===== src/rtl/id_scanner.sv =====
// ---------------------------------------------------------------------------
// id_scanner
// Streaming identifier tokenizer. One character is consumed per cycle with
// char_valid=1. Letter-led runs of letters/digits form tokens; a separator
// closes the token and reports its length, whether it ended in a digit, and
// bumps a running token counter. The legacy `match` flag (digit inside a
// letter-led token) is preserved.
//
// Parameters
//   CHAR_W    character width (ASCII classes)
//   MAX_LEN   maximum token length, 0 = unlimited (length saturates)
//   LEN_W     width of the length counter / tok_len
//   CNT_W     width of tok_cnt
//   ALLOW_US  1: '_' counts as a letter
//   STRICT    1: runs starting with a digit are discarded up to a separator
//
// Ports
//   clk            clock, rising edge
//   rst_n          asynchronous active-low reset
//   char           input character
//   char_valid     char is consumed this cycle
//   clr_cnt        synchronous clear of tok_cnt
//   match          digit accepted inside a letter-led token
//   tok_done       one-cycle pulse, a token ended on a separator
//   tok_len        length of the last completed token (held)
//   tok_digit_end  last completed token ended in a digit (held)
//   ovf            one-cycle pulse, token exceeded MAX_LEN
//   tok_cnt        number of tok_done pulses, wrapping
// ---------------------------------------------------------------------------
module id_scanner #(
    parameter int CHAR_W   = 8,
    parameter int MAX_LEN  = 16,
    parameter int LEN_W    = 5,
    parameter int CNT_W    = 16,
    parameter int ALLOW_US = 0,
    parameter int STRICT   = 0
) (
    input  logic              clk,
    input  logic              rst_n,
    input  logic [CHAR_W-1:0] char,
    input  logic              char_valid,
    input  logic              clr_cnt,
    output logic              match,
    output logic              tok_done,
    output logic [LEN_W-1:0]  tok_len,
    output logic              tok_digit_end,
    output logic              ovf,
    output logic [CNT_W-1:0]  tok_cnt
);

    typedef enum logic [2:0] {
        ST_IDLE  = 3'd0,
        ST_ALPHA = 3'd1,
        ST_DIGIT = 3'd2,
        ST_SKIP  = 3'd3,
        ST_OVF   = 3'd4
    } state_t;

    state_t             state_r;
    state_t             state_nxt_s;
    logic [LEN_W-1:0]   len_r;
    logic [LEN_W-1:0]   len_nxt_s;
    logic [LEN_W-1:0]   len_inc_s;
    logic               limit_hit_s;
    logic               match_r;
    logic               match_nxt_s;
    logic               done_r;
    logic               done_nxt_s;
    logic               ovf_r;
    logic               ovf_nxt_s;
    logic [LEN_W-1:0]   tok_len_r;
    logic [LEN_W-1:0]   tok_len_nxt_s;
    logic               tde_r;
    logic               tde_nxt_s;
    logic [CNT_W-1:0]   cnt_r;
    logic [CNT_W-1:0]   cnt_nxt_s;
    logic               is_letter_s;
    logic               is_digit_s;
    logic               is_us_s;
    logic               is_l_s;
    logic               is_sep_s;

    // Character classification into letter (L), digit (D) and separator (S).
    always_comb begin
        is_letter_s = ((char >= CHAR_W'(65)) && (char <= CHAR_W'(90))) ||
                      ((char >= CHAR_W'(97)) && (char <= CHAR_W'(122)));
        is_digit_s  = (char >= CHAR_W'(48)) && (char <= CHAR_W'(57));
        is_us_s     = (ALLOW_US != 0) && (char == CHAR_W'(95));
        is_l_s      = is_letter_s || is_us_s;
        is_sep_s    = !(is_l_s || is_digit_s);
    end

    // Length helpers: saturating increment (only matters when MAX_LEN=0)
    // and the overflow limit test.
    always_comb begin
        if (len_r == {LEN_W{1'b1}}) begin
            len_inc_s = len_r;
        end else begin
            len_inc_s = len_r + LEN_W'(1);
        end
        limit_hit_s = (MAX_LEN != 0) && (len_r == LEN_W'(MAX_LEN));
    end

    // Next-state and next-output logic of the token FSM.
    always_comb begin
        state_nxt_s   = state_r;
        len_nxt_s     = len_r;
        match_nxt_s   = 1'b0;
        done_nxt_s    = 1'b0;
        ovf_nxt_s     = 1'b0;
        tok_len_nxt_s = tok_len_r;
        tde_nxt_s     = tde_r;
        if (char_valid) begin
            case (state_r)
                ST_IDLE: begin
                    if (is_l_s) begin
                        state_nxt_s = ST_ALPHA;
                        len_nxt_s   = LEN_W'(1);
                    end else if (is_digit_s) begin
                        state_nxt_s = (STRICT != 0) ? ST_SKIP : ST_IDLE;
                    end else begin
                        state_nxt_s = ST_IDLE;
                    end
                end
                ST_ALPHA, ST_DIGIT: begin
                    // Limit test comes first: an over-long token never matches.
                    if (!is_sep_s && limit_hit_s) begin
                        state_nxt_s = ST_OVF;
                        ovf_nxt_s   = 1'b1;
                    end else if (is_l_s) begin
                        state_nxt_s = ST_ALPHA;
                        len_nxt_s   = len_inc_s;
                    end else if (is_digit_s) begin
                        state_nxt_s = ST_DIGIT;
                        len_nxt_s   = len_inc_s;
                        match_nxt_s = 1'b1;
                    end else begin
                        state_nxt_s   = ST_IDLE;
                        done_nxt_s    = 1'b1;
                        tok_len_nxt_s = len_r;
                        tde_nxt_s     = (state_r == ST_DIGIT);
                    end
                end
                ST_SKIP, ST_OVF: begin
                    if (is_sep_s) begin
                        state_nxt_s = ST_IDLE;
                    end else begin
                        state_nxt_s = state_r;
                    end
                end
                default: begin
                    state_nxt_s = ST_IDLE;
                end
            endcase
        end else begin
            state_nxt_s = state_r;
        end
    end

    // Token counter: clear wins over hold, but a coincident token still counts.
    always_comb begin
        if (clr_cnt) begin
            cnt_nxt_s = done_nxt_s ? CNT_W'(1) : {CNT_W{1'b0}};
        end else if (done_nxt_s) begin
            cnt_nxt_s = cnt_r + CNT_W'(1);
        end else begin
            cnt_nxt_s = cnt_r;
        end
    end

    // State and output registers.
    always_ff @(posedge clk or negedge rst_n) begin
        if (!rst_n) begin
            state_r   <= ST_IDLE;
            len_r     <= {LEN_W{1'b0}};
            match_r   <= 1'b0;
            done_r    <= 1'b0;
            ovf_r     <= 1'b0;
            tok_len_r <= {LEN_W{1'b0}};
            tde_r     <= 1'b0;
            cnt_r     <= {CNT_W{1'b0}};
        end else begin
            state_r   <= state_nxt_s;
            len_r     <= len_nxt_s;
            match_r   <= match_nxt_s;
            done_r    <= done_nxt_s;
            ovf_r     <= ovf_nxt_s;
            tok_len_r <= tok_len_nxt_s;
            tde_r     <= tde_nxt_s;
            cnt_r     <= cnt_nxt_s;
        end
    end

    assign match         = match_r;
    assign tok_done      = done_r;
    assign tok_len       = tok_len_r;
    assign tok_digit_end = tde_r;
    assign ovf           = ovf_r;
    assign tok_cnt       = cnt_r;

endmodule


===== config.mk =====
export PLATFORM = sky130hd
export DESIGN_NAME = id_scanner
export DESIGN_NICKNAME = d
export VERILOG_FILES = /design/src/rtl/id_scanner.sv
export SDC_FILE = /design/constraint.sdc
export NUM_CORES = 1
export LEC_CHECK = 0
export CORE_MARGIN = 2
export CORE_UTILIZATION = 51
export DETAILED_ROUTE_END_ITERATION = 10
export PLACE_DENSITY = 0.79
export SYNTH_ARGS = -nofsm -noshare
export SYNTH_HDL_FRONTEND = slang
export SYNTH_SLANG_ARGS = --single-unit

===== constraint.sdc =====
create_clock -name clk -period 2.9 [get_ports clk]
set_input_delay 0.58 -clock clk [delete_from_list [all_inputs] [get_ports clk]]
set_output_delay 0.58 -clock clk [all_outputs]
set_load 0.03 [all_outputs]

==> impl_metrics.env <==
export IMPL_synth_top_flop_cell="dfrtp_1"
export IMPL_ios=37
export IMPL_clock_fmax_mhz=388
export IMPL_setup_viol=0
export IMPL_whs_path_depth=2
export IMPL_die_h_um=63.5
export IMPL_grt_use_total_pct=22.6
export IMPL_io_buffers=36
export IMPL_p_per_area_nw_per_um2=469
export IMPL_min_period_ns=2.58
export IMPL_cts_buffer_depth=2
export IMPL_critPathKind="input port to flip-flop"
export IMPL_hp_start="tok_digit_end"
export IMPL_cts_setup_buffers=0
export IMPL_p_comb_share_pct=25.7
export IMPL_switching_share_pct=33.3
export IMPL_max_cap_viol_count=0
export IMPL_drive_gt1_share_pct=11.1
export IMPL_clockRootBuffer="clkbuf_4"
export IMPL_netlist_cell_type_count=45
export IMPL_final_util_pct=69.3
export IMPL_rows=21
export IMPL_status="finished, final reports clean"
export IMPL_dr_max_layer_used="met4"
export IMPL_synth_edff_count=0
export IMPL_seqPwrFrac_pct=51.2
export IMPL_area_growth_pct=28.9
export IMPL_synthCells=190
export IMPL_crit_fanout=19
export IMPL_grt_pass1_wl_mm=7.30
export IMPL_syn_nets=206
export IMPL_overflow=0
export IMPL_diodes=0
export IMPL_numCtsBuffers=5
export IMPL_grt_pass1_vias=1664
export IMPL_worstReg2RegStart="len_r[0]"
export IMPL_nets=250
export IMPL_path_clk_slew_ns=0.10
export IMPL_critPathRequiredTime_ns=3.14
export IMPL_relSlewSlack_pct=58.7
export IMPL_ant_nets=0
export IMPL_yosys_warnings=0
export IMPL_syn_area_per_cell_um2=9.51
export IMPL_leakage_nw=0.978
export IMPL_finalCritPeriodShare_pct=88.8
export IMPL_critPathLaunchType="input port"
export IMPL_slew_violations=0
export IMPL_drtIter0Drc=93
export IMPL_place_hpwl_mm=3.07
export IMPL_finalWorstSetupSlack_ns=0.324
export IMPL_fin_skew_ns=0.00658
export IMPL_hold_class="flip-flop to flip-flop"
export IMPL_nFillCells=290
export IMPL_wl_met1_mm=1.71
export IMPL_viasPerCell=5.99
export IMPL_worst_pin_slew_ns=0.618
export IMPL_crit_arrival_ns=2.81
export IMPL_clock_sinks=33
export IMPL_final_common_cell="clkdlybuf4s50_1"
export IMPL_min_to="tok_digit_end"
export IMPL_routedWlPerCell_um=15.1
export IMPL_routed_wl_mm=4.25
export IMPL_yosysSeqAreaShare_pct=45.7
export IMPL_ir_worst_vdd_v=0.000360
export IMPL_cp_end_kind="flip-flop"
export IMPL_post_place_ws_ns=-0.0342
export IMPL_vias=1682
export IMPL_clk_latency_ns=0.34
export IMPL_p_total_mw=1.09
export IMPL_rsz0062_at_grt="no"
export IMPL_start_util_pct=53.7
export IMPL_routed_wl_met3_um=212
export IMPL_syn_area_um2=1810
export IMPL_die_area_um2=4030
export IMPL_die_width_um=63.5
export IMPL_async_flop_share_pct=100
export IMPL_hold_buffers=0
export IMPL_first_pass_iters=4
export IMPL_hold_viol=0
export IMPL_power_frac_clock_pct=23.1
export IMPL_reg2reg_slack_ns=0.59
export IMPL_antenna_found_initial=0
export IMPL_gp_congestion=0.888
export IMPL_whs_ns=0.499
export IMPL_drc=0
export IMPL_cts_resized_gates=0
export IMPL_core_um2=3360
export IMPL_design_area_um2=2330
export IMPL_synth_seq_cells=33
export IMPL_grt_max_degree=34
export IMPL_cts_tree="built"
export IMPL_mostFrequentLayoutCells="clkdlybuf4s50_1, dfrtp_1, inv_1, a21oi_1, nand2_1"
export IMPL_postPlaceCellArea_um2=2280
export IMPL_rr_endpoint="len_r[3]"
export IMPL_met2RoutedLength_mm=2.24
export IMPL_htreeDepth=2
export IMPL_power_switching_uw=364
export IMPL_reg2regPathDepth=6
export IMPL_p_int_uw=728
[power groups by stage]
stage / sequential, mW / combinational, mW / clock [mW]
global route: 0.569 / 0.307 / 0.282
detailed placement: 0.567 / 0.282 / 0
finish: 0.560 / 0.281 / 0.252
CTS: 0.559 / 0.283 / 0.258
global placement: 0.565 / 0.273 / 0
floorplan: 0.609 / 0.110 / 0
[per-layer routing]
layer / global-route usage [%] / up-vias
li1: - / 795
met1: 28.1 / 818
met2: 38.4 / 58
met3: 4.11 / 11
met4: 9.51 / 0
met5: 0 / -
[worst max-delay path by stage]
stage	from	endpoint	slack [ns]	depth (start not counted)
CTS	char[2]	tok_cnt[9]	0.32	7
global placement	char[2]	tok_cnt[9]	0.02	7
finish	char[2]	tok_cnt[9]	0.32	7
floorplan	char[2]	tok_cnt[9]	0.44	6
global route	char[2]	tok_cnt[9]	0.25	7
detailed placement	char[2]	tok_cnt[9]	-0.03	7
[area by class of cell]
type	count	area [um2]	share of cell area (%)
well taps	46	57.6	2.47
clock buffers	6	41.3	1.77
clock inverters	2	10.0	0.430
repair buffers	47	455	19.5
inverters	14	52.6	2.26
multi-input cells	133	887	38.1
flip-flops and latches	33	826	35.4
[kinds of logic after synthesis]
| group | synth area share, % |
|---|---|
| xor gates and xnor gates | 0.970 |
| AOI/OAI and AO/OA | 19.1 |
| DFF | 45.7 |
| and+or+nand+nor | 22.0 |
| buffers and inverters | 5.19 |
| adders and majority gates | 2.77 |
| muxes | 4.22 |
[sequential cells by signal (all words and copies together), names as in the netlist]
signal         count
tok_cnt           16
tok_done           1
state_r            3
ovf                1
tok_digit_end      1
match              1
tok_len            5
len_r              5
[cells in the mapped netlist, drive strengths merged (3+ instances only)]
cell type	count	area share, %
o21ai	7	1.9
nand3	9	2.5
a21o	4	1.7
mux2	5	3.1
dfrtp	33	46
and3	3	1.0
buf	3	0.76
nand4	4	1.4
clkbuf	7	1.5
nor2b	3	1.0
o31ai	8	3.3
ha	4	2.8
a31oi	3	1.0
nand2b	3	1.0
a22o	3	1.5
or4	8	3.5
nand2	12	2.5
nor2	7	1.5
a21oi	13	3.6
inv	13	2.7
nor3	9	2.5
[worst max-delay path, stage by stage]
cell	delay [ns]
clkdlybuf4s50_1	0.42
or2_1	0.25
or4_4	0.43
a211o_1	0.31
buf_12	0.16
nor4_1	0.29
mux2_2	0.37
[stage by stage]
stage / cells / TNS, ns
6_report: 281 / 0
5_1_grt: 281 / 0
4_1_cts: 281 / 0
3_5_place_dp: 273 / -0.0650
3_3_place_gp: 273 / 0
2_1_floorplan: 190 / 0
(Power assumes the default switching activity.)
